File: config.mk
export PLATFORM = sky130hd
export DESIGN_NAME = subtractor_32bit_serial
export DESIGN_NICKNAME = d
export VERILOG_FILES = /design/src/rtl/subtractor_32bit_serial.sv
export SDC_FILE = /design/constraint.sdc
export NUM_CORES = 1
export LEC_CHECK = 0
export ABC_CLOCK_PERIOD_IN_PS = 6400
export CAP_MARGIN = 30
export CORE_MARGIN = 1
export CORE_UTILIZATION = 55
export DETAILED_ROUTE_END_ITERATION = 16
export PLACE_DENSITY = 0.9
export SLEW_MARGIN = 5
export SYNTH_ARGS = -nofsm -noshare
export SYNTH_HDL_FRONTEND = slang
export SYNTH_SLANG_ARGS = --single-unit
export TNS_END_PERCENT = 5
File: constraint.sdc
create_clock -name clk -period 6.4 [get_ports clk]
set_input_delay 1.28 -clock clk [delete_from_list [all_inputs] [get_ports clk]]
set_output_delay 1.28 -clock clk [all_outputs]
set_load 0.01 [all_outputs]
File: src/rtl/subtractor_32bit_serial.sv
// Multi-cycle unsigned subtractor: diff = num1 - num2 - B_in, one SLICE_W-bit slice per cycle.
// Borrow ripples slice to slice through a register; operands and result use valid/ready handshakes.
// Optional feature macro: SUB_OVF_EN adds the registered signed-overflow output ovf.
module subtractor_32bit_serial #(
    parameter int unsigned WIDTH   = 32,
    parameter int unsigned SLICE_W = 8
) (
    input  logic             clk,
    input  logic             rst_n,
    input  logic             in_valid,
    output logic             in_ready,
    input  logic [WIDTH-1:0] num1,
    input  logic [WIDTH-1:0] num2,
    input  logic             B_in,
    output logic             out_valid,
    input  logic             out_ready,
    output logic [WIDTH-1:0] diff,
    output logic             B_out
`ifdef SUB_OVF_EN
    ,
    output logic             ovf
`endif
);

    localparam int unsigned NS    = WIDTH / SLICE_W;
    localparam int unsigned IDX_W = (NS > 1) ? $clog2(NS) : 1;
    localparam int unsigned SUM_W = SLICE_W + 1;
    localparam logic [IDX_W-1:0] LAST_IDX = IDX_W'(NS - 1);

    // Operand width must split evenly into slices
    if ((WIDTH % SLICE_W) != 0) begin : g_width_check
        $error("subtractor_32bit_serial: WIDTH must be a multiple of SLICE_W");
    end

    typedef enum logic [1:0] {
        IDLE = 2'd0,
        CALC = 2'd1,
        DONE = 2'd2
    } state_t;

    state_t             state;
    logic [IDX_W-1:0]   idx;
    logic               borrow;
    logic [WIDTH-1:0]   a_reg;
    logic [WIDTH-1:0]   b_reg;
    logic [WIDTH-1:0]   acc;

    logic [SLICE_W-1:0] a_slice;
    logic [SLICE_W-1:0] b_slice;
    logic [SUM_W-1:0]   slice_sum;
    logic [WIDTH-1:0]   acc_next;

    // Current slice: a + ~b + ~borrow; carry-out low means a borrow into the next slice
    always_comb begin
        a_slice   = a_reg[32'(idx) * SLICE_W +: SLICE_W];
        b_slice   = b_reg[32'(idx) * SLICE_W +: SLICE_W];
        slice_sum = {1'b0, a_slice} + {1'b0, ~b_slice} + {{SLICE_W{1'b0}}, ~borrow};
        acc_next  = acc;
        acc_next[32'(idx) * SLICE_W +: SLICE_W] = slice_sum[SLICE_W-1:0];
    end

    // Control FSM and datapath registers; results update only when the last slice completes
    always_ff @(posedge clk) begin
        if (!rst_n) begin
            state     <= IDLE;
            idx       <= '0;
            borrow    <= 1'b0;
            a_reg     <= '0;
            b_reg     <= '0;
            acc       <= '0;
            in_ready  <= 1'b1;
            out_valid <= 1'b0;
            diff      <= '0;
            B_out     <= 1'b0;
`ifdef SUB_OVF_EN
            ovf       <= 1'b0;
`endif
        end else begin
            case (state)
                IDLE: begin
                    if (in_valid) begin
                        a_reg    <= num1;
                        b_reg    <= num2;
                        borrow   <= B_in;
                        idx      <= '0;
                        in_ready <= 1'b0;
                        state    <= CALC;
                    end
                end
                CALC: begin
                    acc    <= acc_next;
                    borrow <= ~slice_sum[SLICE_W];
                    if (idx == LAST_IDX) begin
                        diff      <= acc_next;
                        B_out     <= ~slice_sum[SLICE_W];
`ifdef SUB_OVF_EN
                        ovf       <= (a_reg[WIDTH-1] ^ b_reg[WIDTH-1]) &
                                     (a_reg[WIDTH-1] ^ slice_sum[SLICE_W-1]);
`endif
                        out_valid <= 1'b1;
                        idx       <= '0;
                        state     <= DONE;
                    end else begin
                        idx <= idx + IDX_W'(1);
                    end
                end
                DONE: begin
                    if (out_ready) begin
                        out_valid <= 1'b0;
                        in_ready  <= 1'b1;
                        state     <= IDLE;
                    end
                end
                default: begin
                    out_valid <= 1'b0;
                    in_ready  <= 1'b1;
                    state     <= IDLE;
                end
            endcase
        end
    end

endmodule

==> flow_summary.json, run 1 <==
{
  "hold_viol_final": 0,
  "cp.arrival_ps": 3860,
  "syn_inst": 689,
  "p_clk_share_pct": 46.0,
  "netSwitchingPower_mw": 0.589,
  "dp_hpwl_um": 10200,
  "cts_resized": 0,
  "worstPathRequired_ps": 6860,
  "viasPerCell": 5.99,
  "drc": 0,
  "synth_ff_type": "dfxtp_1",
  "syn_area_um2": 5950,
  "antennaDiodeCount": 0,
  "rsz0062_at_grt": "no",
  "drive_above_1_share_pct": 8.58,
  "die_h_um": 106,
  "start_kind": "register",
  "placed_area_um2": 6990,
  "finalInstanceArea_um2": 7690,
  "synth_area_leaders": "dfxtp_1 46%, nand2_1 9.0%, a21oi_1 8.5%",
  "crit_fanout": 19,
  "p_leak_nw": 2.83,
  "dr.pass1.iters": 6,
  "status": "completed",
  "clockBufferDepth": 2,
  "cts.htree.levels": 4,
  "die_area_um2": 11200,
  "grt_antenna_before_repair": 0,
  "final.setup.worst_slack_ps": 3000,
  "grt_max_degree": 67,
  "cts_tree": "yes",
  "finClkSkew_ps": 10.7,
  "power_frac_seq_pct": 39.2,
  "p_comb_share_pct": 14.8,
  "ys_async_sr_fraction_pct": 0,
  "syn-num-nets": 773,
  "grt_overflow_total": 0,
  "initial_core_util_pct": 57.1,
  "via_count": 5493,
  "die_width_um": 106,
  "numClockSinks": 136,
  "worst-path-buf-inv": 3,
  "setup_tns_ps": 0,
  "cp_cell_sequence": "buf_4, mux4_2, inv_1, fa_1, inv_1, fa_1, a21o_1, a21oi_1, xnor2_1, a22oi_1, a21oi_1",
  "ys_types": 51,
  "relSlewSlack_pct": 41.3,
  "clockRootBuffer": "clkbuf_8",
  "synth.top_cell.area_share_pct": 45.8,
  "grt_pass1_vias": 5522,
  "core_area_um2": 10400,
  "row_count": 37,
  "synth_edf_count": 0,
  "setup_viol": 0,
  "dp_slack_ps": 2920,
  "fin_nets": 852,
  "synth_seq_cells": 136,
  "wire_per_inst_um": 17.1,
  "critPathMaxStageDelay_ps": 550,
  "place.gp.congestion": 0.880,
  "p_int_mw": 1.73,
  "fin_util_pct": 73.8,
  "crit_path_end_kind": "register",
  "clk_pin_slew_ps": 60,
  "drtIter0Drc": 373,
  "track_usage_pct": 29.7,
  "clock_latency_ps": 530,
  "routed_wl_um": 15700,
  "synth_area_leader_cell": "dfxtp_1",
  "max_cap_violations": 0,
  "finalCritPeriodShare_pct": 53.2,
  "period_minus_slack_ps": 3400,
  "critical_path.top_delay_family": "compound AO/OA/AOI/OAI gates",
  "fmax_mhz": 294,
  "seq_area_frac_synth_pct": 45.8,
  "ant_nets": 0,
  "worst_pin_slew_ps": 881,
  "crit_type": "register to register",
  "avgSynthCellArea_um2": 8.63,
  "post_cts_buffers": 0,
  "ioPinCount": 104,
  "syn2layout_area_growth_pct": 29.3,
  "powerDensity_nw_per_um2": 302,
  "grt_first_pass_wirelength_um": 26100,
  "port_buffers": 103,
  "cpMaxStageDelayCell": "mux4_2",
  "min_path_type": "register to register",
  "switching_share_pct": 25.4,
  "yosysWarnings": 0,
  "worst_hold_slack_ps": 455,
  "drv_slew": 0,
  "ir_worst_vdd_mv": 0.189,
  "tritoncts.num_buffers": 17,
  "ctsHoldBuffers": 0
}
==> synth_stat cells (7+ instances only) <==
master    number
a211oi_1      20
a21oi_1      101
a22oi_1       13
a32o_1        10
buf_2         21
clkbuf_1      27
dfxtp_1      136
ha_1          13
inv_1         25
mux4_2        16
nand2_1      142
nand4_1        9
nor2_1        45
nor3_1         7
o21ai_0       28
==> worst min-delay path, delay by kind of cell (launching register included) <==
family	cells	cell delay, ps
compound gates	1	50
flops	1	310
simple gates	1	50
==> final timing paths <==
path | start | end | slack (ps) | cells past startpoint
hold reg to reg | a_reg[27]$_SDFFE_PN0P_ | a_reg[27]$_SDFFE_PN0P_ | 450 | 2
hold / removal | a_reg[27]$_SDFFE_PN0P_ | a_reg[27]$_SDFFE_PN0P_ | 450 | 2
setup reg to reg | idx[0]$_SDFFE_PN0P_ | acc[28]$_SDFFE_PN0P_ | 3000 | 11
setup / recovery | idx[0]$_SDFFE_PN0P_ | acc[28]$_SDFFE_PN0P_ | 3000 | 11
==> area by class of cell <==
cell class                      instances  area (µm²)
Timing Repair Buffer                  113        1140
Inverter                               25        93.8
Clock buffer                           20         455
Sequential cell                       136        2720
Clock inverter                         12         196
Fill cell                             736        2730
Tap cell                              136         170
Multi-Input combinational cell        475        2910
==> per-layer routing <==
layer | up-vias | track usage (%) | wire (µm) | part of all wire (%)
met4 | 0 | 17.7 | 703 | 4.5
met1 | 2569 | 34.3 | 6060 | 39
met3 | 55 | 7.42 | 1240 | 7.9
met2 | 277 | 49.9 | 7710 | 49
met5 | - | 0 | 0 | 0
li1 | 2592 | - | - | -
==> cell families after synthesis <==
family                   share of synthesized area, %
flip-flops                                       45.8
XOR/XNOR                                        0.589
buffers and inverters                            5.43
AO/OA/AOI/OAI                                    21.7
multiplexers                                     6.06
adder cells (fa/ha/maj)                          3.41
AND/OR/NAND/NOR                                  17.0
==> cells in the final DEF (no fill, tap or decap), drive strengths merged, types with 4 or more instances in the layout <==
cell type and count:
nand2 142, dfxtp 136, clkdlybuf4s50 103, a21oi 101
nor2 45, o21ai 28, inv 25, a211oi 20
clkbuf 20, mux4 16, a22oi 13, ha 13
a32o 10, buf 10, nand4 9, nor3 7
nand3 7, clkinv 7, and3 6, bufinv 5
a221oi 5, or3 4, a32oi 4, o22ai 4
o221ai 4, o31ai 4
==> metrics by stage <==
| step | power (mW) | cells |
|---|---|---|
| 2_1_floorplan | 1.15 | 689 |
| 3_3_place_gp | 1.24 | 882 |
| 3_5_place_dp | 1.26 | 883 |
| 4_1_cts | 2.32 | 915 |
| 5_1_grt | 2.40 | 917 |
| 6_report | 2.32 | 917 |
==> power groups by stage <==
stage	sequential (mW)	combinational (mW)	clock, mW
CTS	0.910	0.335	1.07
global placement	0.925	0.316	0
detailed placement	0.928	0.329	0
finish	0.909	0.344	1.07
global route	0.913	0.376	1.11
floorplan	0.919	0.230	0
Note: power is estimated with default switching activity, not from simulation.
==> inputs of run 2 (changes only) <==
--- a/config.mk
+++ b/config.mk
@@ -5,12 +5,12 @@
 export SDC_FILE = /design/constraint.sdc
 export NUM_CORES = 1
 export LEC_CHECK = 0
-export ABC_CLOCK_PERIOD_IN_PS = 6400
+export ABC_CLOCK_PERIOD_IN_PS = 3550
 export CAP_MARGIN = 30
 export CORE_MARGIN = 1
-export CORE_UTILIZATION = 55
+export CORE_UTILIZATION = 53
 export DETAILED_ROUTE_END_ITERATION = 16
-export PLACE_DENSITY = 0.9
+export PLACE_DENSITY = 0.87
 export SLEW_MARGIN = 5
 export SYNTH_ARGS = -nofsm -noshare
 export SYNTH_HDL_FRONTEND = slang
==> constraint.sdc (replaced) <==
create_clock -name clk -period 3.55 [get_ports clk]
set_input_delay 0.71 -clock clk [delete_from_list [all_inputs] [get_ports clk]]
set_output_delay 0.71 -clock clk [all_outputs]
set_load 0.01 [all_outputs]
==> run 2 against run 1 <==
  * Routed wire length up 1.3%
  * Die area up 3.7%
  * Register-to-register slack worse by 2400 ps
  * Maximum frequency up 14%
  * First-iteration DRC count up 23%
  * Clock-buffer cell count down 1
  * Hold slack better by 2.2 ps
  * Power up 68%
  * Via count down 0.93%
  * Combinational power up 81%
  * Core utilization down 4.1 points
  * Final cell count up 0.87%
  * Critical path type unchanged
  * Largest power group unchanged
==> flow_summary.json, run 2 (synthesis gave the netlist of run 1 again) <==
{
  "status": "completed",
  "initial_core_util_pct": 54.6,
  "clk_pin_slew_ps": 60,
  "critPathMaxStageDelay_ps": 550,
  "clockBufferDepth": 2,
  "rsz0062_at_grt": "no",
  "clock_latency_ps": 540,
  "start_kind": "register",
  "die_h_um": 108,
  "row_count": 38,
  "place.gp.congestion": 0.903,
  "grt_max_degree": 66,
  "num-fill-cells": 814,
  "cp.arrival_ps": 3420,
  "min_path_type": "register to register",
  "grt_pass1_vias": 5386,
  "place_inst": 893,
  "numClockSinks": 136,
  "relSlewSlack_pct": 52.1,
  "setup_tns_ps": 0,
  "critical_path.top_delay_family": "adder cells",
  "dp_slack_ps": 604,
  "crit_type": "register to register",
  "instances_no_fill": 925,
  "core_area_um2": 10900,
  "setup_viol": 0,
  "period_minus_slack_ps": 2980,
  "multiInputGateArea_um2": 2910,
  "drive_above_1_share_pct": 8.66,
  "drc": 0,
  "worst-path-buf-inv": 2,
  "port_buffers": 103,
  "post_cts_buffers": 0,
  "clockRootBuffer": "clkbuf_8",
  "finClkSkew_ps": 8.89,
  "crit_fanout": 17,
  "worst_hold_slack_ps": 457,
  "cts_resized": 0,
  "die_width_um": 108,
  "finalCritPeriodShare_pct": 83.9,
  "viasPerCell": 5.88,
  "syn2layout_area_growth_pct": 27.6,
  "ir_worst_vdd_mv": 0.353,
  "fmax_mhz": 336,
  "dp_hpwl_um": 11000,
  "ctsHoldBuffers": 0,
  "drtIter0Drc": 458,
  "max_cap_violations": 0,
  "ant_nets": 0,
  "drv_slew": 0,
  "cp_cell_sequence": "buf_4, mux4_2, fa_1, inv_1, fa_1, xor2_1, nand2_1, o21ai_0, nor2_1, a211oi_1",
  "p_leak_nw": 2.77,
  "ioPinCount": 104,
  "antennaDiodeCount": 0,
  "grt_antenna_before_repair": 0,
  "fin_util_pct": 69.7,
  "grt_first_pass_wirelength_um": 25700,
  "cts.htree.levels": 4,
  "tritoncts.num_buffers": 17,
  "fin_nets": 856,
  "worstPathRequired_ps": 3990,
  "track_usage_pct": 29.2,
  "register_area_um2": 2720,
  "via_count": 5442,
  "cpMostUsedCell": "fa_1",
  "routed_wl_um": 15900,
  "final_common_cell": "nand2_1",
  "cpMaxStageDelayCell": "mux4_2",
  "layout_common_cells": "142 x nand2_1, 136 x dfxtp_1, 103 x clkdlybuf4s50_1, 101 x a21oi_1, 45 x nor2_1",
  "worst_pin_slew_ps": 717,
  "final.setup.worst_slack_ps": 570,
  "die_area_um2": 11600,
  "grt_overflow_total": 0,
  "crit_path_end_kind": "register",
  "powerDensity_nw_per_um2": 515,
  "wire_per_inst_um": 17.2,
  "dr.pass1.iters": 5,
  "cts_tree": "yes",
  "hold_viol_final": 0
}
run 2: cell count changes in the layout (fill, tap and decap cells not counted), sizes merged:
cell and delta:
clkinvlp +5, buf +4, bufinv -3, clkbuf -1, clkinv -1
run 2: power by group:
group / switching [mW] / internal [mW] / total, mW
Sequential: 0.0415 / 1.60 / 1.64
Clock: 0.655 / 0.991 / 1.65
Combinational: 0.365 / 0.260 / 0.624
run 2: routing by layer:
metal,global-route usage (%),part of all wire [%]
met5,0,0
met4,15.2,3.1
met3,6.17,5.6
met2,50.1,50
met1,34.2,41
run 2: path summary, 6_finish.rpt:
kind / slack, ps / depth (start not counted) / from / endpoint
worst min-delay path: 460 / 2 / a_reg[22]$_SDFFE_PN0P_ / a_reg[22]$_SDFFE_PN0P_
worst max register to register: 570 / 10 / idx[0]$_SDFFE_PN0P_ / acc[10]$_SDFFE_PN0P_
worst max-delay path: 570 / 10 / idx[0]$_SDFFE_PN0P_ / acc[10]$_SDFFE_PN0P_
worst min register to register: 460 / 2 / a_reg[22]$_SDFFE_PN0P_ / a_reg[22]$_SDFFE_PN0P_
run 2: area by class of cell:
cell class	instances	area share, %
clock buffer	19	5.56
clock inverter	13	1.73
inverter	25	1.24
multi-input combinational	475	38.3
sequential	136	35.9
tap	140	2.31
timing repair buffer	117	15.0
run 2: tightest hold or removal path, stage by stage (launching register included):
cell     delay (ps)
dfxtp_1         310
nand2_1          50
a21oi_1          50
run 2: stage by stage:
| step | power [mW] | instance area, µm² |
|---|---|---|
| 2_1_floorplan | 2.07 | 5950 |
| 3_3_place_gp | 2.25 | 7030 |
| 3_5_place_dp | 2.28 | 7030 |
| 4_1_cts | 3.91 | 7590 |
| 5_1_grt | 4.04 | 7590 |
| 6_report | 3.91 | 7590 |
==> inputs of run 3 (changes only) <==
--- a/config.mk
+++ b/config.mk
@@ -5,7 +5,7 @@
 export SDC_FILE = /design/constraint.sdc
 export NUM_CORES = 1
 export LEC_CHECK = 0
-export ABC_CLOCK_PERIOD_IN_PS = 3550
+export ABC_CLOCK_PERIOD_IN_PS = 2800
 export CAP_MARGIN = 30
 export CORE_MARGIN = 1
 export CORE_UTILIZATION = 53
==> constraint.sdc (replaced) <==
create_clock -name clk -period 2.8 [get_ports clk]
set_input_delay 0.56 -clock clk [delete_from_list [all_inputs] [get_ports clk]]
set_output_delay 0.56 -clock clk [all_outputs]
set_load 0.01 [all_outputs]
==> run 3 against run 2 <==
  * Worst setup slack lost 440 ps
  * Highest routed layer unchanged
  * First-iteration DRC count shrank 2.8%
  * Non-clock buffer count grew 12
  * Critical path depth shrank 1
==> flow_summary.json, run 3 (synthesis gave the netlist of run 1 again) <==
{
  "crit_type": "register to register",
  "cpMostUsedCell": "fa_2",
  "drtIter0Drc": 445,
  "drive_above_1_share_pct": 11.8,
  "row_count": 38,
  "worst_hold_slack_ps": 452,
  "cpMaxStageDelayCell": "mux4_2",
  "min_path_type": "register to register",
  "place.gp.congestion": 0.829,
  "port_buffers": 103,
  "instances_no_fill": 937,
  "finClkSkew_ps": 6.67,
  "final_common_cell": "nand2_1",
  "grt_antenna_before_repair": 0,
  "ioPinCount": 104,
  "rsz0062_at_grt": "yes",
  "via_count": 5528,
  "drv_slew": 0,
  "critical_path.top_delay_family": "compound AO/OA/AOI/OAI gates",
  "rrSetupSlack_ps": 130,
  "drc": 0,
  "critPathMaxStageDelay_ps": 520,
  "antennaDiodeCount": 0,
  "crit_fanout": 8,
  "p_leak_nw": 2.90,
  "setup_tns_ps": 0,
  "totalPowerFinal_mw": 5.18,
  "hold_viol_final": 0,
  "r2r-end": "diff[14]$_SDFFE_PN0P_",
  "ant_nets": 0,
  "routed_wl_um": 16100,
  "layout_common_cells": "142 x nand2_1, 134 x dfxtp_1, 103 x clkdlybuf4s50_1, 100 x a21oi_1, 45 x nor2_1",
  "fin_util_pct": 72.0,
  "worst-path-buf-inv": 1,
  "r2r_cells": 9,
  "core_area_um2": 10900,
  "period_minus_slack_ps": 2670,
  "grt_first_pass_wirelength_um": 25800,
  "cp.arrival_ps": 3080,
  "max_cap_violations": 0,
  "clock_latency_ps": 530,
  "syn2layout_area_growth_pct": 31.9,
  "hold_end": "a_reg[26]$_SDFFE_PN0P_",
  "status": "completed",
  "grt_pass1_vias": 5513,
  "setup_viol": 0,
  "worst_pin_slew_ps": 772,
  "grt_max_degree": 71,
  "regToRegStartpoint": "idx[0]$_SDFFE_PN0P_",
  "cts_tree": "yes",
  "die_h_um": 108,
  "worstHoldStart": "a_reg[26]$_SDFFE_PN0P_",
  "clk_pin_slew_ps": 60,
  "crit_path_end_kind": "register",
  "viasPerCell": 5.90,
  "track_usage_pct": 29.0,
  "die_width_um": 108,
  "num-fill-cells": 792,
  "grt_overflow_total": 0,
  "die_area_um2": 11600,
  "start_kind": "register",
  "ctsHoldBuffers": 0,
  "ir_worst_vdd_mv": 0.507,
  "relSlewSlack_pct": 48.4,
  "finalCritPeriodShare_pct": 95.5,
  "powerDensity_nw_per_um2": 661,
  "place_inst": 904,
  "wire_per_inst_um": 17.2,
  "initial_core_util_pct": 54.6,
  "dp_hpwl_um": 11000,
  "tritoncts.num_buffers": 17,
  "clockRootBuffer": "clkbuf_8",
  "fmax_mhz": 374,
  "numClockSinks": 136,
  "dr.pass1.iters": 5,
  "cts.htree.levels": 4,
  "worstPathRequired_ps": 3210,
  "fin_nets": 868,
  "cp_cell_sequence": "mux4_2, fa_2, inv_1, fa_2, a21o_1, a311o_1, nand3_4, a221oi_2, nor2_1",
  "clockBufferDepth": 2,
  "holdPathStages": 2
}
[run 3: cell types whose count changed in the layout (fill, tap and decap cells not counted), moves of 2 or more]
cell,before,now
buf_4,14,23
a221oi_2,1,3
fa_2,0,2
a221oi_1,4,1
clkbuf_8,1,3
a32oi_1,4,0
dfxtp_1,136,134
clkinvlp_4,5,1
clkbuf_1,2,4
fa_1,2,0
a32oi_2,0,4
buf_12,0,3
[run 3: worst max path at each step]
stage | start | end | cells past startpoint
after floorplan | idx[0]$_SDFFE_PN0P_ | B_out$_SDFFE_PN0P_ | 11
final | idx[0]$_SDFFE_PN0P_ | diff[14]$_SDFFE_PN0P_ | 9
after CTS | idx[0]$_SDFFE_PN0P_ | diff[14]$_SDFFE_PN0P_ | 10
after global placement | idx[0]$_SDFFE_PN0P_ | diff[14]$_SDFFE_PN0P_ | 10
after global routing | idx[0]$_SDFFE_PN0P_ | diff[21]$_SDFFE_PN0P_ | 8
after detailed placement | idx[0]$_SDFFE_PN0P_ | diff[6]$_SDFFE_PN0P_ | 9
[run 3: layer usage]
layer / global-route usage [%] / share of wire [%]
met1: 33.2 / 40
met2: 50.4 / 50
met3: 8.35 / 6.8
met4: 12.6 / 2.9
met5: 0 / 0
[run 3: worst reg2reg max path, cell delays in order (launching register included)]
cell	delay (ps)
dfxtp_4	390
mux4_2	530
fa_2	370
inv_1	80
fa_2	220
a21o_1	210
a311o_1	240
nand3_4	160
a221oi_2	280
nor2_1	80
[run 3: area by class of cell]
| type | instances | area, µm² | share of cell area, % |
|---|---|---|---|
| clock inverters | 9 | 123 | 1.56 |
| clock buffers | 23 | 457 | 5.83 |
| well taps | 140 | 175 | 2.23 |
| flip-flops and latches | 136 | 2730 | 34.8 |
| multi-input cells | 475 | 3000 | 38.3 |
| repair buffers | 129 | 1260 | 16.1 |
| inverters | 25 | 93.8 | 1.20 |
[run 3: report_power, final]
group | total [mW] | switching [mW] | leakage [nW] | internal [mW]
clock | 2.21 | 0.810 | 0.286 | 1.40
sequential | 2.08 | 0.0522 | 1.11 | 2.03
combinational | 0.896 | 0.502 | 1.50 | 0.394
total | 5.18 | 1.36 | 2.90 | 3.82
[run 3: through the flow]
stage               setup WS, ps  area, µm²
finish                       125       7840
CTS                         6.15       7740
detailed placement          -115       7150
floorplan                  -80.7       5950
global placement            27.9       7150
global route               -3.37       7840
[run 3: timing repair]
action                                  CTS  global route
endpoints found under the setup margin   23            41
gates resized for setup                   2            18
setup buffers                             0             1
pin swaps                                 0             5
